--- config.mk ---
export PLATFORM = sky130hd
export DESIGN_NAME = pmp_entry_match
export DESIGN_NICKNAME = d
export VERILOG_FILES = /design/src/rtl/pmp_pkg.sv /design/src/rtl/pmp_entry_match.sv
export SDC_FILE = /design/constraint.sdc
export NUM_CORES = 1
export LEC_CHECK = 0
export ABC_AREA = 1
export CAP_MARGIN = 20
export CORE_UTILIZATION = 50
export DETAILED_ROUTE_END_ITERATION = 10
export PLACE_DENSITY = 0.91
export SYNTH_ARGS = -nofsm -noshare
export SYNTH_HDL_FRONTEND = slang
export SYNTH_SLANG_ARGS = --single-unit
--- constraint.sdc ---
create_clock -name vclk -period 7.7
set_input_delay 2.31 -clock vclk [all_inputs]
set_output_delay 2.31 -clock vclk [all_outputs]
set_load 0.01 [all_outputs]
--- src/rtl/pmp_pkg.sv ---
// Shared encodings for the PMP checker: cfg byte layout, A-field modes,
// access type / privilege codes and the checker FSM states.
package pmp_pkg;

  localparam logic [1:0] A_OFF   = 2'd0;
  localparam logic [1:0] A_TOR   = 2'd1;
  localparam logic [1:0] A_NA4   = 2'd2;
  localparam logic [1:0] A_NAPOT = 2'd3;

  localparam int CFG_R     = 0;
  localparam int CFG_W     = 1;
  localparam int CFG_X     = 2;
  localparam int CFG_A_LSB = 3;
  localparam int CFG_L     = 7;

  localparam logic [1:0] TYPE_R    = 2'd0;
  localparam logic [1:0] TYPE_W    = 2'd1;
  localparam logic [1:0] TYPE_X    = 2'd2;
  localparam logic [1:0] TYPE_RSVD = 2'd3;

  localparam logic [1:0] PRIV_M = 2'd3;

  typedef enum logic [1:0] {
    ST_IDLE = 2'd0,
    ST_SCAN = 2'd1,
    ST_RESP = 2'd2
  } state_e;

endpackage

--- src/rtl/pmp_entry_match.sv ---
// Combinational address match for a single PMP entry (OFF/TOR/NA4/NAPOT),
// all comparisons on word addresses.
module pmp_entry_match
  import pmp_pkg::*;
#(
  parameter int XLEN = 32,
  parameter int EW   = 32
) (
  input  logic [1:0]      i_mode,
  input  logic [XLEN-1:0] i_addr,
  input  logic [EW-1:0]   i_prev_ea,
  input  logic [EW-1:0]   i_wa,
  output logic            o_match
);

  logic [EW-1:0]   w_ea;
  logic [XLEN-1:0] w_low;

  assign w_ea = i_addr[EW-1:0];
  // addr ^ (addr+1) sets bit t and every trailing one below it; an all-ones
  // pmpaddr wraps to zero and so masks every bit, matching everything.
  assign w_low = i_addr ^ (i_addr + XLEN'(1));

  always_comb begin
    o_match = 1'b0;
    case (i_mode)
      A_TOR:   o_match = (i_wa >= i_prev_ea) && (i_wa < w_ea);
      A_NA4:   o_match = (i_wa == w_ea);
      A_NAPOT: o_match = (((i_wa ^ w_ea) & ~w_low[EW-1:0]) == '0);
      default: o_match = 1'b0;
    endcase
  end

endmodule

Word level (Yosys, flattened, before mapping):

Index checks and enable logic that the tools add are counted.

* register bits: 0
* output and inout port bits: 1
* logic and storage cells: 14

* add/subtract/negate cells: 1
* order comparisons: 2
* eq/ne operators: 4
* mux-type cells: 1
* bitwise gates (word level): 4
* reduce and logical (&&, ||, !) cells: 2

Operators by type and width (number)
* bitwise XOR 32 bit: 2
* adder 32 x 1 -> 32 bit (second input constant): 1
* AND 32 bit: 1
* equality test 32 bit: 1
* greater-or-equal comparator 32 bit: 1
* zero test 32 bit: 1
* < comparator 32 bit: 1
* NOT 32 bit: 1
* equality test 2 bit (second input constant): 2
* case mux 1 bit (3 select lines): 1
* equality test 2 x 1 -> 1 bit (second input constant): 1
* logical AND 1 bit: 1

Depth between registers and ports, before layout:

Gate-level depths: netlist of run 1.

* depth in word-level cells: 6
* mapped depth: 14

Least setup slack after synthesis of run 1:

OpenSTA, ideal clock, no wires.

* path kind: input-to-output
* from: input i_prev_ea[31]
* to: output o_match
* arrival: 3369 ps
* data required time: 5390 ps
* slack: 2021 ps
* stages on the path: 10
* path buffers: 0
* cell sequence: inv_1 ha_1 nand2_1 nor2_1 inv_1 nor3_1 nand2_1 nand3_1 nand3_1 nand3_1

* longest elaborated chain between the ends: 3

RTL lines
* start, declared: RTL line pmp_entry_match.sv:11 `input logic [EW-1:0] i_prev_ea,`
* greater-or-equal comparator 32 bit: RTL line pmp_entry_match.sv:27 `A_TOR: o_match = (i_wa >= i_prev_ea) && (i_wa < w_ea);`
* logical AND 1 bit: RTL line pmp_entry_match.sv:27
* case mux 1 bit (3 select lines): RTL line pmp_entry_match.sv:26 `case (i_mode)`
* end, declared: RTL line pmp_entry_match.sv:13 `output logic o_match`

Every way passes these cells.

Worst setup path in the final report of run 1:

* from: input i_addr[5]
* to: output o_match

* longest elaborated chain between the ends: 6

RTL lines
* start, declared: RTL line pmp_entry_match.sv:10 `input logic [XLEN-1:0] i_addr,`
* adder 32 x 1 -> 32 bit: RTL line pmp_entry_match.sv:22 `assign w_low = i_addr ^ (i_addr + XLEN'(1));`
* bitwise XOR 32 bit: RTL line pmp_entry_match.sv:22
* NOT 32 bit: RTL line pmp_entry_match.sv:29 `A_NAPOT: o_match = (((i_wa ^ w_ea) & ~w_low[EW-1:0]) == '0);`
* AND 32 bit: RTL line pmp_entry_match.sv:29
* zero test 32 bit: RTL line pmp_entry_match.sv:29
* case mux 1 bit (3 select lines) *: RTL line pmp_entry_match.sv:26

Every way passes the cells marked *; elsewhere a longest branch is shown, timed or not.

==> impl_metrics.toml, run 1 <==
[synthesis]
netlist.area_leader.share_pct = 32.6
seq_area_frac_synth_pct = 0
synth_area_um2 = 2490
synth_cell_types = 18
avgSynthCellArea_um2 = 5.39
ys_warn_count = 0
yosysTopAreaCell = "ha_1"
syn_inst = 462
synth.area.top_cells = "ha_1, nand2_1, inv_1"
synth_nets = 625

[power]
p_total_mw = 0.175
total_leakage_power_nw = 1.95
p_per_area_nw_per_um2 = 49.1
vdd_drop_max_v = 0.0000282

[die]
io_pins = 99
std_cell_rows = 25
fp.dieArea_um2 = 5270
dieWidth_um = 72.6
initial_core_util_pct = 52.4
die_h_um = 72.6
coreArea_um2 = 4750

[sta]
finalCritPeriodShare_pct = 92.0
layout_min_cycle_time_ps = 7090
fin_setup_tns_ps = 0
rsz0062_at_grt = "false"
finalSetupViolations = 0
hold_viol = 0
slew_headroom_pct = 69.7
worst_pin_slew_ps = 451
fmax_ghz = 0.141
slew_violations = 0

[worst_setup_path]
cp_data_required_time_ps = 5390
end_kind = "output port"
worstSetupPathType = "input pin to output port"
worstSetupStartpointType = "input pin"
cp_max_fo = 3
cp.arrival_ps = 4780

[drt]
drt.antenna.violating_nets = 0
drc = 0
wl_um = 7540
vias = 3112
detail_route.wl_per_cell_um = 12.0
drtIter0Drc = 261
drt_first_pass_iters = 5
via_per_inst = 4.96

[cts]
hold_buffers = 0
post-cts-setup-buffers = 0
cts_resized = 0

[cells_and_area]
insertedDiodeCount = 0
nClkBuffers = 0
syn_to_final_growth_pct = 43.1
seq_cell_count = 0
final_common_cell = "nand2_1"
fillers = 404
layout_common_cells = "nand2_1, inv_1, clkdlybuf4s50_1, ha_1, nor2_1"
nNetsFinal = 726
ff_latch_area_um2 = 0
drive_gt1_share_pct = 2.85

[global_routing]
grt_usage_pct = 28.7
grt_pass1_wl_um = 12100
grt_start_max_net_pins = 5
grt_pass1_vias = 2907
antenna_found_initial = 0
overflow = 0

[placement]
numPortBuffers = 99
routabilityCongestion = 0.913
post-dp-hpwl_um = 6950

[run_status]
outcome = "finished clean"

[hold_path]
hold_class = "input pin to output port"

[job]
maxCapViolations = 0
cell usage after synthesis:
master,instances
nor2_4,1
o21ai_0,13
o21bai_1,7
nand2_1,137
nor4_1,1
nand4_1,10
or2_2,6
ha_1,65
and3_1,1
nand3_1,10
nor2_2,5
nor3_1,4
nor2_1,61
nand2_2,3
inv_1,101
o21a_1,4
a21oi_1,32
inv_2,1
final timing paths:
path | from | end | slack [ps] | cells past startpoint
worst max-delay path | i_addr[5] | o_match | 610 | 10
worst min-delay path | i_mode[1] | o_match | 5710 | 4
per-stage QoR:
| stage | hold WS [ps] | cell area (um^2) | setup WS (ps) | instances | utilization (%) |
|---|---|---|---|---|---|
| global placement | 5710 | 3570 | 630 | 628 | 75.0 |
| detailed placement | 5710 | 3570 | 618 | 628 | 75.0 |
| finish | 5710 | 3570 | 615 | 628 | 75.0 |
| floorplan | 4800 | 2490 | 2020 | 462 | - |
| CTS | 5720 | 3570 | 604 | 628 | 75.0 |
| global route | 5760 | 3570 | 492 | 628 | 75.0 |
cell type report:
cell class | count | area [um^2] | area share [%]
repair buffers | 99 | 991 | 27.8
multi-input cells | 360 | 2110 | 59.1
well taps | 67 | 83.8 | 2.35
inverters | 102 | 383 | 10.7
layer usage:
layer	wire length (um)	track usage, %
met3	330	1.24
met2	3530	52.1
met1	3570	37.8
met5	0	0
met4	101	4.79
cells by family (layout without fill, tap and decap cells):
logic type / count (synthesis) / in the layout / share of synthesized area (%)
AOI/OAI and AO/OA: 56 / 56 / 12.4
adders and majority gates: 65 / 65 / 32.6
buffers and inverters: 102 / 201 / 15.4
and+or+nand+nor: 239 / 239 / 39.6
worst max-delay path, stage by stage:
cell	delay, ps
clkdlybuf4s50_1	520
inv_1	60
ha_1	280
inv_1	60
nor3_1	240
nand4_1	150
nor4_1	370
nand4_1	130
nand3_1	120
clkdlybuf4s50_1	530
where the power goes:
group	total [mW]	leakage, nW	internal [mW]	switching, mW
Clock	0	0	0	0
Combinational	0.175	1.95	0.0917	0.0833
Sequential	0	0	0	0
Total	0.175	1.95	0.0917	0.0833
(Power assumes the default switching activity.)
==> run 2, diff against run 1 <==
--- a/config.mk
+++ b/config.mk
@@ -7,6 +7,7 @@
 export LEC_CHECK = 0
 export ABC_AREA = 1
 export CAP_MARGIN = 20
+export CORE_ASPECT_RATIO = 0.9
 export CORE_UTILIZATION = 50
 export DETAILED_ROUTE_END_ITERATION = 10
 export PLACE_DENSITY = 0.91
==> impl_metrics.toml, run 2 (same netlist as run 1, synthesis figures left out) <==
[run_status]
outcome = "finished clean"

[cts]
hold_buffers = 0
cts_resized = 0
post-cts-setup-buffers = 0

[drt]
wl_um = 7560
detail_route.wl_per_cell_um = 12.1
vias = 3122
via_per_inst = 5.01
drt_first_pass_iters = 5
drt.antenna.violating_nets = 0
drc = 0
drtIter0Drc = 173

[worst_setup_path]
worstSetupPathType = "input pin to output port"
end_kind = "output port"
cp.arrival_ps = 4880
worst_path_largest_cell_delay_ps = 540
cp_max_fo = 3
worstSetupStartpointType = "input pin"
crit_chain = "clkdlybuf4s50_1 -> inv_1 -> ha_1 -> inv_1 -> nor3_1 -> nand4_1 -> nor4_1 -> nand4_1 -> nand3_1 -> clkdlybuf4s50_1"
cp_data_required_time_ps = 5390
critPathSlowestCell = "clkdlybuf4s50_1"

[placement]
place_inst = 623
numPortBuffers = 99
routabilityCongestion = 1.10
post-place-ws_ps = 565
post-dp-hpwl_um = 6930
post_dp_cell_area_um2 = 3560

[sta]
slew_headroom_pct = 70.5
worst_pin_slew_ps = 438
fin_setup_tns_ps = 0
finalCritPeriodShare_pct = 93.3
layout_min_cycle_time_ps = 7190
slew_violations = 0
hold_viol = 0
finalSetupViolations = 0
setup_ws_ps = 515
fmax_ghz = 0.139
rsz0062_at_grt = "false"

[die]
initial_core_util_pct = 54.1
std_cell_rows = 23
coreArea_um2 = 4600
die_h_um = 69.0
fp.dieArea_um2 = 5270
dieWidth_um = 76.4
io_pins = 99

[cells_and_area]
nNetsFinal = 726
nClkBuffers = 0
final_area_um2 = 3560
final_common_cell = "nand2_1"
seq_cell_count = 0
multi_input_area_um2 = 2110
insertedDiodeCount = 0
ff_latch_area_um2 = 0
drive_gt1_share_pct = 2.85
syn_to_final_growth_pct = 42.9
fillers = 406
layout_common_cells = "nand2_1, inv_1, clkdlybuf4s50_1, ha_1, nor2_1"
final_cells = 623

[global_routing]
grt_usage_pct = 28.9
antenna_found_initial = 0
grt_pass1_wl_um = 12400
grt_pass1_vias = 2946
overflow = 0
grt_start_max_net_pins = 5

[power]
p_per_area_nw_per_um2 = 49.5
vdd_drop_max_v = 0.0000289
p_total_mw = 0.176
total_leakage_power_nw = 1.95

[hold_path]
hold_class = "input pin to output port"
min_delay_path_depth = 4

[job]
maxCapViolations = 0
[run 2: cell counts in the layout (fill, tap and decap cells not counted)]
Identical to the previous run, type by type.
[run 2: layout make-up]
| cell class | count | area share [%] |
|---|---|---|
| Tap cell | 62 | 2.18 |
| Timing Repair Buffer | 99 | 27.8 |
| Multi-Input combinational cell | 360 | 59.2 |
| Inverter | 102 | 10.8 |
[run 2: metrics by stage]
stage | utilization, % | hold slack (ps)
final | 77.3 | 5720
after global routing | 77.3 | 5800
after CTS | 77.3 | 5730
after detailed placement | 77.3 | 5720
after global placement | 77.3 | 5700
after floorplan | - | 4800
[run 2: worst max-delay path, delay by kind of cell]
kind                     cells  cell delay, ps
adder cells (fa/ha/maj)      1             290
buffers and inverters        4            1180
AND/OR/NAND/NOR              5            1100
[run 2: final timing paths]
path | start | to | slack (ps)
worst min-delay path | i_mode[1] | o_match | 5720
worst max-delay path | i_addr[5] | o_match | 510
[run 2: power by group]
group          internal, mW  leakage, nW  switching [mW]
sequential                0            0               0
combinational        0.0921         1.95          0.0842
clock                     0            0               0
[run 2: metal layers]
metal	vias to the layer above	routed length, um	global-route usage, %
li1	1655	-	-
met1	1343	3470	36.8
met2	120	3480	54.4
met3	4	553	3.68
met4	0	51	2.88
met5	-	0	0
